[src/rtl/grey_1000_rx.sv]
// Samples three asynchronous decade Johnson digits and decodes them to binary/BCD 0..999.
// Optional GREY_RX_DELTA_EN: report the modulo-1000 difference between consecutive accepted samples.
module grey_1000_rx #(
    parameter int pGATE    = 1000,
    parameter int pSTABLE  = 2,
    parameter int pTIMEOUT = 16
) (
    input  logic        i_clk,
    input  logic        i_rst,
    input  logic [4:0]  i_100,
    input  logic [4:0]  i_010,
    input  logic [4:0]  i_001,
    input  logic        i_ready,
    output logic        o_valid,
    output logic [9:0]  o_bin,
    output logic [11:0] o_bcd,
    output logic        o_err,
    output logic        o_ovr
);

    localparam int CW = (pGATE > 1) ? $clog2(pGATE) : 1;
    localparam int TW = $clog2(pTIMEOUT);

    typedef enum logic [1:0] {IDLE, SAMPLE, CALC, HOLD} state_t;

    state_t         state, state_n;
    logic [14:0]    s1, s2, prev;
    logic [CW-1:0]  cnt;
    logic [2:0]     stab;
    logic [TW-1:0]  tmo;
    logic           tc, same;
    logic           load, set_err, set_ovr, drop_valid;
    logic [4:0]     dh, dt, d_o;
    logic           dec_ok;
    logic [9:0]     cur;
    logic [9:0]     res_bin;
    logic [11:0]    res_bcd;

    // Returns {code_valid, digit}; digit follows the popcount rule even for invalid codes.
    function automatic logic [4:0] jdec(input logic [4:0] c);
        logic [3:0] pop;
        logic       ok;
        pop = 4'(c[0]) + 4'(c[1]) + 4'(c[2]) + 4'(c[3]) + 4'(c[4]);
        case (c)
            5'b00000, 5'b00001, 5'b00011, 5'b00111, 5'b01111,
            5'b11111, 5'b11110, 5'b11100, 5'b11000, 5'b10000: ok = 1'b1;
            default:                                          ok = 1'b0;
        endcase
        return {ok, (c[4] ? 4'd10 - pop : pop)};
    endfunction

    // NOTE: every clocked register uses non-blocking assignment so all flops sample the same pre-edge values.
    always_ff @(posedge i_clk) begin
        if (i_rst) begin
            s1   <= '0;
            s2   <= '0;
            prev <= '0;
        end else begin
            s1   <= {i_100, i_010, i_001};
            s2   <= s1;
            prev <= s2;
        end
    end

    assign tc   = (cnt == CW'(pGATE - 1));
    assign same = (s2 == prev);

    always_ff @(posedge i_clk) begin
        if (i_rst) cnt <= '0;
        else       cnt <= tc ? '0 : cnt + CW'(1);
    end

    always_ff @(posedge i_clk) begin
        if (i_rst || state != SAMPLE) begin
            stab <= '0;
            tmo  <= '0;
        end else begin
            stab <= same ? stab + 3'd1 : 3'd0;
            tmo  <= tmo + TW'(1);
        end
    end

    // In CALC, prev holds the sample that satisfied the stability check.
    assign dh     = jdec(prev[14:10]);
    assign dt     = jdec(prev[9:5]);
    assign d_o    = jdec(prev[4:0]);
    assign dec_ok = dh[4] & dt[4] & d_o[4];
    assign cur    = {dh[3:0], 6'b0} + 10'({dh[3:0], 5'b0}) + 10'({dh[3:0], 2'b0})
                  + 10'({dt[3:0], 3'b0}) + 10'({dt[3:0], 1'b0}) + 10'(d_o[3:0]);

`ifdef GREY_RX_DELTA_EN
    logic [9:0]  last;
    logic        primed, prime_load;
    logic [10:0] diff;

    function automatic logic [11:0] bin2bcd(input logic [9:0] b);
        logic [21:0] sr;
        sr = {12'b0, b};
        for (int i = 0; i < 10; i++) begin
            if (sr[13:10] >= 4'd5) sr[13:10] = sr[13:10] + 4'd3;
            if (sr[17:14] >= 4'd5) sr[17:14] = sr[17:14] + 4'd3;
            if (sr[21:18] >= 4'd5) sr[21:18] = sr[21:18] + 4'd3;
            sr = sr << 1;
        end
        return sr[21:10];
    endfunction

    assign diff    = 11'(cur) + 11'd1000 - 11'(last);
    assign res_bin = (diff >= 11'd1000) ? 10'(diff - 11'd1000) : diff[9:0];
    assign res_bcd = bin2bcd(res_bin);

    always_ff @(posedge i_clk) begin
        if (i_rst) begin
            last   <= '0;
            primed <= 1'b0;
        end else if (load || prime_load) begin
            last   <= cur;
            primed <= 1'b1;
        end
    end
`else
    assign res_bin = cur;
    assign res_bcd = {dh[3:0], dt[3:0], d_o[3:0]};
`endif

    always_ff @(posedge i_clk) begin
        if (i_rst) state <= IDLE;
        else       state <= state_n;
    end

    // NOTE: all outputs of this block get defaults first, so no path leaves one unassigned and no latch appears.
    always_comb begin
        state_n    = state;
        load       = 1'b0;
        set_err    = 1'b0;
        set_ovr    = 1'b0;
        drop_valid = 1'b0;
`ifdef GREY_RX_DELTA_EN
        prime_load = 1'b0;
`endif
        case (state)
            IDLE: begin
                if (tc) begin
                    state_n = SAMPLE;
                    set_ovr = o_valid;
                end
            end
            SAMPLE: begin
                if (same && stab == 3'(pSTABLE - 1)) begin
                    state_n = CALC;
                end else if (tmo == TW'(pTIMEOUT - 1)) begin
                    set_err = 1'b1;
                    state_n = IDLE;
                end
            end
            CALC: begin
                if (!dec_ok) begin
                    set_err = 1'b1;
                    state_n = IDLE;
`ifdef GREY_RX_DELTA_EN
                end else if (!primed) begin
                    prime_load = 1'b1;
                    state_n    = IDLE;
`endif
                end else begin
                    load    = 1'b1;
                    state_n = HOLD;
                end
            end
            HOLD: begin
                set_ovr = tc;
                if (o_valid && i_ready) begin
                    drop_valid = 1'b1;
                    state_n    = IDLE;
                end
            end
            default: state_n = IDLE;
        endcase
    end

    always_ff @(posedge i_clk) begin
        if (i_rst) begin
            o_valid <= 1'b0;
            o_bin   <= '0;
            o_bcd   <= '0;
            o_err   <= 1'b0;
            o_ovr   <= 1'b0;
        end else begin
            if (set_err) o_err <= 1'b1;
            if (set_ovr) o_ovr <= 1'b1;
            if (load) begin
                o_valid <= 1'b1;
                o_bin   <= res_bin;
                o_bcd   <= res_bcd;
            end else if (drop_valid) begin
                o_valid <= 1'b0;
            end
        end
    end

endmodule
[config.mk]
export PLATFORM = sky130hd
export DESIGN_NAME = grey_1000_rx
export DESIGN_NICKNAME = d
export VERILOG_FILES = /design/src/rtl/grey_1000_rx.sv
export SDC_FILE = /design/constraint.sdc
export NUM_CORES = 1
export LEC_CHECK = 0
export CAP_MARGIN = 20
export CORE_ASPECT_RATIO = 1.5
export CORE_MARGIN = 2
export CORE_UTILIZATION = 50
export CTS_BUF_LIST = sky130_fd_sc_hd__clkbuf_4 sky130_fd_sc_hd__clkbuf_8 sky130_fd_sc_hd__clkbuf_16
export DETAILED_ROUTE_END_ITERATION = 8
export GPL_TIMING_DRIVEN = 0
export PLACE_DENSITY = 0.72
export SLEW_MARGIN = 20
export SYNTH_ARGS = -nofsm -noshare
export SYNTH_HDL_FRONTEND = slang
export SYNTH_SLANG_ARGS = --single-unit
[constraint.sdc]
create_clock -name i_clk -period 6 [get_ports i_clk]
set_clock_uncertainty 0.2 [all_clocks]
set_input_delay 0.6 -clock i_clk [delete_from_list [all_inputs] [get_ports i_clk]]
set_output_delay 0.6 -clock i_clk [all_outputs]
set_load 0.02 [all_outputs]
==> impl_metrics.ini <==
[synth]
ys_ff_latch = 91
synthFlopType = dfxtp_1
yosysTopAreaCell = dfxtp_1
synth.distinct_cells = 40
synth_top_area_share_pct = 43.4
yosysMostFrequentCell = dfxtp_1
synth_area_leaders = dfxtp_1 (43%), ha_1 (8.9%), fa_1 (7.6%)
synth_nets = 503
syn-instance-count = 439
synth_edf_count = 0
async_flop_share_pct = 0
synth-warning-count = 0
seq_area_frac_synth_pct = 43.4
synth_commonest_cells = dfxtp_1 (91), inv_1 (44), nor2b_1 (43)
syn_area_per_cell_um2 = 9.56
syn_area_um2 = 4200

[clock_network]
insertion_delay_ns = 0.34
cts_resized = 0
clockBufferDepth = 2
h-tree-depth = 3
clockRootBuffer = clkbuf_16
cts_tree = yes
hold_buffers = 0
postCtsSetupBuffers = 0
cts_buffers = 9
clk_pin_slew_worst_paths_ns = 0.06
clkSinkCount = 91

[final_layout]
area.growth.synth_to_final_pct = 19.8
utilization_pct = 62.4
layout.nets = 556
drive_gt1_share_pct = 5.63
n_antenna_cell = 0

[min_path]
whs_path_depth = 1
worstHoldStart = s1[4]
hold_path.class = reg2reg
holdPathEnd = s2[4]

[grt]
grt_pass1_vias = 3067
grt_util_all_layers_pct = 18.8
met1_usage_pct = 19.1
grt_max_degree = 15
use_met2_pct = 34.3
antenna_found_initial = 0
busiest_layer = met2
grt_pass1_wl_mm = 13.3
use_met3_pct = 4.48
grt_overflow = 0

[setup_path]
crit_top_cell = fa_1
critPathArrivalTime_ns = 5.28
cp_num_buf_inv = 1
required_ns = 6.03
cp-start-kind = flop
critPathSlowestCell = o21ai_0
cp_cell_sequence = inv_1 -> fa_1 -> fa_1 -> fa_1 -> o21ai_0 -> fa_1 -> fa_1 -> ha_1 -> fa_1 -> a21o_1 -> a21oi_1 -> o21ai_0 -> xnor2_1 -> a21oi_1
cp_max_fo = 3
cp_num_cells = 14
r2r_slack_ns = 0.74
criticalPathCategory = reg2reg
cpPeakStageDelay_ns = 0.58
r2r_cells = 14
r2r-end = o_bin[9]
end_kind = flop
rr_startpoint = prev[5]
path_delay_family = adder cells

[detailed_routing]
dr.pass1.iters = 4
wl_per_cell_um = 13.1
drc = 0
drt_iter0_markers = 97
vias_per_cell = 5.09
drtAntennaViolNets = 0
wl_mm = 7.87
vias = 3065

[flow_run]
cap_violations = 0

[place]
place_congestion = 0.852
post-dp-hpwl_mm = 6.16
port_buffers = 42

[timing]
hold_viol = 0
finalSetupViolCount = 0
period_share_pct = 87.6
hold_ws_ns = 0.237
fin_crit_ns = 5.26
slew_headroom_pct = 46.7
rsz0062_at_grt = false
maxSlewViolCount = 0
maxClockFrequency_mhz = 190
worst_pin_slew_ns = 0.797
tns_ns = 0

[pwr]
p_leak_nw = 2.05
powerDensity_nw_per_um2 = 254
ir_drop_v = 0.000189

[floorplanning]
die-height_um = 116
io_pins = 43
die-area_um2 = 9160
rows = 40
core_um2 = 8060
die_w_um = 78.8
start_util_pct = 52.1

[run_status]
outcome = completed
[metrics by stage]
step,setup WS [ns],area [um^2],total power (W),std cells
floorplan,1.18,4200,0.000731,439
global placement,0.846,4750,0.000762,586
detailed placement,0.767,4750,0.000768,586
CTS,0.755,5030,0.00129,602
global route,0.379,5030,0.00133,602
finish,0.742,5030,0.00127,602
[report_power, final]
part | leakage (nW) | switching, W | internal, W | total (W)
sequential | 0.742 | 0.0000129 | 0.000622 | 0.000635
combinational | 1.17 | 0.0000638 | 0.0000560 | 0.000120
clock | 0.139 | 0.000220 | 0.000300 | 0.000520
[cell type report]
class,count,area (um^2)
Fill cell,694,3030
Multi-Input combinational cell,291,2150
Sequential cell,91,1820
Timing Repair Buffer,42,420
Clock buffer,12,254
Inverter,44,165
Tap cell,105,131
Buffer,13,55.1
Clock inverter,4,26.3
[cells by family (layout without fill, tap and decap cells)]
group | after synthesis | count (layout) | share of synthesized area [%]
buffers and inverters | 57 | 115 | 5.25
XOR/XNOR | 29 | 29 | 6.05
multiplexers | 4 | 4 | 0.984
adder cells (fa/ha/maj) | 46 | 46 | 16.6
flip-flops | 91 | 91 | 43.4
AND/OR/NAND/NOR | 152 | 152 | 18.7
AO/OA/AOI/OAI | 60 | 60 | 9.03
[how the worst max path moves through the flow]
stage,startpoint,endpoint,slack (ns)
after global placement,prev[5],o_bin[9],0.85
after global routing,prev[5],o_bin[9],0.38
after detailed placement,prev[10],o_bin[9],0.77
after floorplan,prev[10],o_bin[9],1.18
final,prev[5],o_bin[9],0.74
after CTS,prev[5],o_bin[9],0.75
[sequential cells by signal, summed over array words and instances (netlist names), 2 cells and up]
name,flops
tmo,4
s1,15
o_bin,10
cnt,10
o_bcd,11
s2,15
state,2
prev,15
stab,3
[placed cells by master, fill, tap and decap left out, types with 2 or more instances in the layout]
master and n:
inv_1 44, nand4_1 6, dfxtp_1 91, a21o_1 3, a31oi_1 2, o21ai_0 13, fa_1 16, nor2_1 35
mux2i_1 3, xnor2_1 23, nor2b_1 43, a21oi_1 25, nor3_1 3, clkinv_2 2, and3_2 2, xor2_1 6
nor4b_1 2, ha_1 30, and3_1 4, nand2_1 37, clkbuf_4 2, clkbuf_1 10, buf_2 2, clkbuf_16 9
clkdlybuf4s50_1 42, a221oi_1 3, nand3_1 10, or3_1 2, a211oi_1 9
[layer usage]
layer	share of wire, %	routed length (um)
met3	3.6	286
met1	39	3080
met5	0	0
met2	53	4170
met4	4.2	333
Note: power is estimated with default switching activity, not from simulation.
